**src/rtl/pipe_hazard_ctrl_pkg.sv**
```systemverilog
// Shared pipeline defines: register-file geometry, hazard-controller state and default widths.
// Imported by pipe_hazard_ctrl and raw_hazard_cmp.
package pipe_hazard_ctrl_pkg;

   localparam int REG_FILE_ADDR_LEN = 32;
   localparam int REG_ADDR_W_DEF    = $clog2(REG_FILE_ADDR_LEN);
   localparam int CNT_W_DEF         = 16;

   typedef enum logic {
      RUN      = 1'b0,
      MEM_WAIT = 1'b1
   } hz_state_e;

endpackage

```
**src/rtl/pipe_hazard_ctrl_raw_hazard_cmp.sv**
```systemverilog
// Read-after-write match of the ID source registers against one in-flight destination.
// Purely combinational; register 0 is hardwired and never matches.
module raw_hazard_cmp
   import pipe_hazard_ctrl_pkg::*;
#(
   parameter int REG_ADDR_W = REG_ADDR_W_DEF
) (
   input  logic [REG_ADDR_W-1:0] rs_i,
   input  logic [REG_ADDR_W-1:0] rt_i,
   input  logic                  uses_rt_i,
   input  logic [REG_ADDR_W-1:0] dest_i,
   input  logic                  dest_vld_i,
   output logic                  hit_o
);

   logic dest_nz;

   assign dest_nz = (dest_i != '0);
   assign hit_o   = dest_vld_i && dest_nz &&
                    ((dest_i == rs_i) || (uses_rt_i && (dest_i == rt_i)));

endmodule

```
**src/rtl/pipe_hazard_ctrl.sv**
```systemverilog
// Pipeline hazard controller: memory-wait freeze, taken-branch flush and load-use bubble.
// Define NO_FORWARD_STALL_EN for a forwarding-less pipeline (stall on every EXE/MEM RAW).
module pipe_hazard_ctrl
   import pipe_hazard_ctrl_pkg::*;
#(
   parameter int REG_ADDR_W = REG_ADDR_W_DEF,
   parameter int CNT_W      = CNT_W_DEF
) (
   input  logic                  clk,
   input  logic                  rst,
   input  logic [REG_ADDR_W-1:0] id_rs,
   input  logic [REG_ADDR_W-1:0] id_rt,
   input  logic                  id_uses_rt,
   input  logic [REG_ADDR_W-1:0] exe_dest,
   input  logic                  exe_wb_en,
   input  logic                  exe_mem_read,
   input  logic [REG_ADDR_W-1:0] mem_dest,
   input  logic                  mem_wb_en,
   input  logic                  branch_taken,
   input  logic                  mem_req,
   input  logic                  mem_ready,
   output logic                  pc_hold,
   output logic                  if2id_hold,
   output logic                  if2id_flush,
   output logic                  id2exe_hold,
   output logic                  id2exe_bubble,
   output logic                  exe2mem_hold,
   output logic [CNT_W-1:0]      stall_cnt
);

   hz_state_e        state_q, state_d;
   logic [CNT_W-1:0] stall_cnt_q, stall_cnt_d;
   logic             freeze;
   logic             hazard;
   logic             load_hit;

   raw_hazard_cmp #(.REG_ADDR_W(REG_ADDR_W)) u_exe_load_cmp (
      .rs_i       (id_rs),
      .rt_i       (id_rt),
      .uses_rt_i  (id_uses_rt),
      .dest_i     (exe_dest),
      .dest_vld_i (exe_wb_en & exe_mem_read),
      .hit_o      (load_hit)
   );

`ifdef NO_FORWARD_STALL_EN
   logic exe_hit;
   logic mem_hit;

   raw_hazard_cmp #(.REG_ADDR_W(REG_ADDR_W)) u_exe_raw_cmp (
      .rs_i       (id_rs),
      .rt_i       (id_rt),
      .uses_rt_i  (id_uses_rt),
      .dest_i     (exe_dest),
      .dest_vld_i (exe_wb_en),
      .hit_o      (exe_hit)
   );

   raw_hazard_cmp #(.REG_ADDR_W(REG_ADDR_W)) u_mem_raw_cmp (
      .rs_i       (id_rs),
      .rt_i       (id_rt),
      .uses_rt_i  (id_uses_rt),
      .dest_i     (mem_dest),
      .dest_vld_i (mem_wb_en),
      .hit_o      (mem_hit)
   );

   assign hazard = load_hit | exe_hit | mem_hit;
`else
   // Forwarding covers everything except a load feeding the very next instruction.
   assign hazard = load_hit;
`endif

   always_comb begin
      state_d       = state_q;
      freeze        = 1'b0;
      pc_hold       = 1'b0;
      if2id_hold    = 1'b0;
      if2id_flush   = 1'b0;
      id2exe_hold   = 1'b0;
      id2exe_bubble = 1'b0;
      exe2mem_hold  = 1'b0;

      case (state_q)
         RUN: begin
            if (mem_req && !mem_ready) begin
               freeze  = 1'b1;
               state_d = MEM_WAIT;
            end
         end
         MEM_WAIT: begin
            if (mem_ready) state_d = RUN;
            else           freeze  = 1'b1;
         end
         default: state_d = RUN;
      endcase

      // A branch seen while frozen is deliberately dropped; it is acted on once the freeze lifts.
      if (rst) begin
         state_d = RUN;
      end else if (freeze) begin
         pc_hold      = 1'b1;
         if2id_hold   = 1'b1;
         id2exe_hold  = 1'b1;
         exe2mem_hold = 1'b1;
      end else if (branch_taken) begin
         if2id_flush   = 1'b1;
         id2exe_bubble = 1'b1;
      end else if (hazard) begin
         pc_hold       = 1'b1;
         if2id_hold    = 1'b1;
         id2exe_bubble = 1'b1;
      end

      stall_cnt_d = stall_cnt_q;
      if (pc_hold && (stall_cnt_q != {CNT_W{1'b1}})) begin
         stall_cnt_d = stall_cnt_q + CNT_W'(1);
      end
   end

   always_ff @(posedge clk) begin
      if (rst) begin
         state_q     <= RUN;
         stall_cnt_q <= '0;
      end else begin
         state_q     <= state_d;
         stall_cnt_q <= stall_cnt_d;
      end
   end

   assign stall_cnt = stall_cnt_q;

endmodule

```
**config.mk**
```make
export PLATFORM = sky130hd
export DESIGN_NAME = pipe_hazard_ctrl
export DESIGN_NICKNAME = d
export VERILOG_FILES = /design/src/rtl/pipe_hazard_ctrl_pkg.sv /design/src/rtl/pipe_hazard_ctrl_raw_hazard_cmp.sv /design/src/rtl/pipe_hazard_ctrl.sv
export SDC_FILE = /design/constraint.sdc
export NUM_CORES = 1
export LEC_CHECK = 0
export CAP_MARGIN = 5
export CORE_MARGIN = 2
export CORE_UTILIZATION = 43
export CTS_BUF_LIST = sky130_fd_sc_hd__clkbuf_8 sky130_fd_sc_hd__clkbuf_16
export CTS_CLUSTER_DIAMETER = 150
export DETAILED_ROUTE_END_ITERATION = 12
export HOLD_SLACK_MARGIN = 0.08
export PLACE_DENSITY = 0.88
export SETUP_SLACK_MARGIN = 0.05
export SYNTH_ARGS = -nofsm -noshare
export SYNTH_HDL_FRONTEND = slang
export SYNTH_SLANG_ARGS = --single-unit
```
**constraint.sdc**
```tcl
create_clock -name clk -period 4.76 [get_ports clk]
set_input_delay 0.952 -clock clk [delete_from_list [all_inputs] [get_ports clk]]
set_output_delay 0.952 -clock clk [all_outputs]
set_load 0.005 [all_outputs]
```
==> results.toml <==
[placement]
place.gp.congestion = 0.873
dp_slack_ns = 0.654
hpwl_mm = 2.08
portBuffers = 44

[setup_path]
crit-reg2reg-launch = "stall_cnt[3]$_SDFFE_PP0P_"
path_cells = "clkdlybuf4s50_1 -> xor2_1 -> nor4_2 -> a32oi_1 -> o41a_1 -> inv_1 -> clkdlybuf4s50_1"
cpMostUsedCell = "clkdlybuf4s50_1"
worst_setup_path_end_kind = "output port"
cp-startpoint = "exe_dest[4]"
crit_buf_inv = 3
crit_path_max_incr_delay_ns = 0.50
crit_type = "primary input to output port"
r2r_cells = 7
r2r-end = "stall_cnt[7]$_SDFFE_PP0P_"
critPathSlowestCell = "clkdlybuf4s50_1"
cp_num_cells = 7
endpoint = "if2id_hold"
start_kind = "primary input"
worst-endpoint-required_ns = 3.81
path_max_fanout = 3
critical_path.top_delay_family = "buffers and inverters"
arrival_ns = 3.14
r2r_slack_ns = 2.38

[die]
rows = 18
die-area_um2 = 2890
io_pins = 51
start_util_pct = 44.2
chipWidth_um = 53.8
core_um2 = 2410
fp.dieH_um = 53.8

[yosys]
yosysWarnings = 0
synthFlopType = "dfxtp_1"
synth_top_cell_by_area = "dfxtp_1"
yosysUniqueCellTypes = 38
synthMuxAreaShare_pct = 3.06
synth_area_leaders = "dfxtp_1 (32%), xor2_1 (7.4%), o311ai_0 (4.1%), o21a_1 (3.5%), o31ai_1 (3.5%)"
async_flop_share_pct = 0
netlist_instances = 124
synth_edf_count = 0
synth-simple-area-share_pct = 27.4
synth_nets = 154
yosysTopAreaCellShare_pct = 32.0
syn_area_um2 = 1060
synth_xor_xnor_area_share_pct = 8.23
synth_area_per_cell_um2 = 8.59
synth_top_family_by_area = "simple AND/OR/NAND/NOR gates"
ys_seq_area_share_pct = 32.0
synth_compound_area_share_pct = 21.5
synth_fa_ha_area_share_pct = 1.18
synth-seq-cells = 17

[drt]
avgRoutedWirePerCell_um = 14.0
vias = 1145
ant_nets = 0
dr_wl_met2_mm = 1.44
m1WireLength_mm = 1.05
drt_wl_total_mm = 2.74
wl_met3_um = 216
drtPass1Iterations = 4
routed.top_layer = "met4"
drt_iter0_drc = 20
drc = 0
vias_per_cell = 5.84

[cells_and_area]
fin_nets = 197
layout-drive-gt1-share_pct = 6.02
final_cell_mix = "clkdlybuf4s50_1 (44), dfxtp_1 (17), xor2_1 (9)"
seq_area_um2 = 340
area_growth_pct = 45.9
n_antenna_cell = 0
multi_input_area_um2 = 653
nFillCells = 202
mostFrequentLayoutCell = "clkdlybuf4s50_1"

[clock_tree]
path_clk_slew_ns = 0.06
cts_made_buffers = 3
holdBufCountCts = 0
cts-root-buf = "clkbuf_8"
cts_resized = 0
clk_latency_ns = 0.25
cts_tree = "done"
cts_buffer_depth = 2
postCtsSetupRepairBufs = 0
cts_sinks = 17
cts.htree.levels = 1

[sta]
slew_viol_final = 0
finalCritPeriodShare_pct = 86.0
worst_hold_slack_ns = 0.497
fin_crit_ns = 4.09
tightest_slew_ns = 0.457
skew_ns = 0.00379
setup_viol = 0
fmax_ghz = 0.244
setup_slack_ns = 0.667
tns_ns = 0
final_hold_viol_count = 0
rsz0062_at_grt = "false"
relSlewSlack_pct = 69.4

[power_and_ir_drop]
p_sw_w = 0.0000677
p_clk_share_pct = 34.8
switching_share_pct = 22.8
vdd_ir_drop_max_v = 0.000127
internal_power_w = 0.000230
power.leakage_nw = 0.532
p_seq_share_pct = 48.5
power_density_nw_per_um2 = 191
p_comb_share_pct = 16.7

[global_routing]
antenna_found_initial = 0
grt_overflow_total = 0
grt_pass1_wl_mm = 4.52
grt_max_degree = 28
grt_pass1_vias = 1042
grt_util_all_layers_pct = 21.4

[hold_path]
hold_path_class = "register to register"

[job]
maxCapViolCount = 0

[run_status]
status = "finished clean"
per-layer routing:
metal	global-route usage [%]	up-vias
met5	0	-
li1	-	557
met3	5.28	4
met2	38.2	56
met1	24.0	528
met4	8.97	0
cells by family after synthesis:
family / count (synthesis)
mux: 3
simple gates: 50
fa+ha+maj: 1
compound gates: 30
buf+inv: 13
xor+xnor: 10
flops: 17
worst reg2reg max path, stage by stage (launching register included):
cell and delay [ns]:
dfxtp_1 0.42, and4_1 0.29, and4_1 0.31, nand3_1 0.19, nor3_2 0.46, buf_6 0.24
nor3_1 0.09, mux2_2 0.27
state kept, by name, indices dropped and copies added, names as in the netlist:
register and cells:
stall_cnt 16, state_q 1
cell usage after synthesis (3+ instances only):
library cell,count
o31a_1,3
or4_1,4
o31ai_1,5
a21oi_1,4
nor4_1,3
xor2_1,9
nor2b_1,3
nand4_1,4
o311ai_0,5
nor3_1,4
nor2_1,7
clkbuf_1,4
dfxtp_1,17
nand2_1,7
inv_1,4
o21a_1,5
nand3_1,7
layout make-up:
type,instances,share of cell area [%]
clock inverter,1,0.242
timing repair buffer,46,29.5
multi-input combinational,94,42.0
sequential,17,21.9
tap,30,2.42
clock buffer,3,2.66
inverter,5,1.21
stage by stage:
| step | instance area [um2] | utilization [%] | cells | power, W |
|---|---|---|---|---|
| floorplan | 1060 | - | 124 | 0.000168 |
| global placement | 1500 | 62.1 | 191 | 0.000195 |
| detailed placement | 1500 | 62.1 | 191 | 0.000197 |
| CTS | 1540 | 64.0 | 195 | 0.000299 |
| global route | 1550 | 64.5 | 196 | 0.000313 |
| finish | 1550 | 64.5 | 196 | 0.000297 |
worst min-delay path by stage:
stage                                    startpoint                   endpoint  slack [ns]  cells after the start
after floorplan           stall_cnt[6]$_SDFFE_PP0P_  stall_cnt[6]$_SDFFE_PP0P_        0.47                      1
after global placement    stall_cnt[6]$_SDFFE_PP0P_  stall_cnt[6]$_SDFFE_PP0P_        0.47                      1
after detailed placement  stall_cnt[6]$_SDFFE_PP0P_  stall_cnt[6]$_SDFFE_PP0P_        0.48                      1
after CTS                 stall_cnt[6]$_SDFFE_PP0P_  stall_cnt[6]$_SDFFE_PP0P_        0.50                      1
after global routing      stall_cnt[6]$_SDFFE_PP0P_  stall_cnt[6]$_SDFFE_PP0P_        0.53                      2
final                     stall_cnt[6]$_SDFFE_PP0P_  stall_cnt[6]$_SDFFE_PP0P_        0.50                      1
power groups by stage:
stage	logic [W]	clock network, W	registers [W]
finish	0.0000496	0.000104	0.000144
global route	0.0000538	0.000115	0.000144
CTS	0.0000497	0.000105	0.000144
detailed placement	0.0000496	0	0.000147
global placement	0.0000479	0	0.000147
floorplan	0.0000210	0	0.000147
No activity file was read; power rests on OpenSTA's default activity.
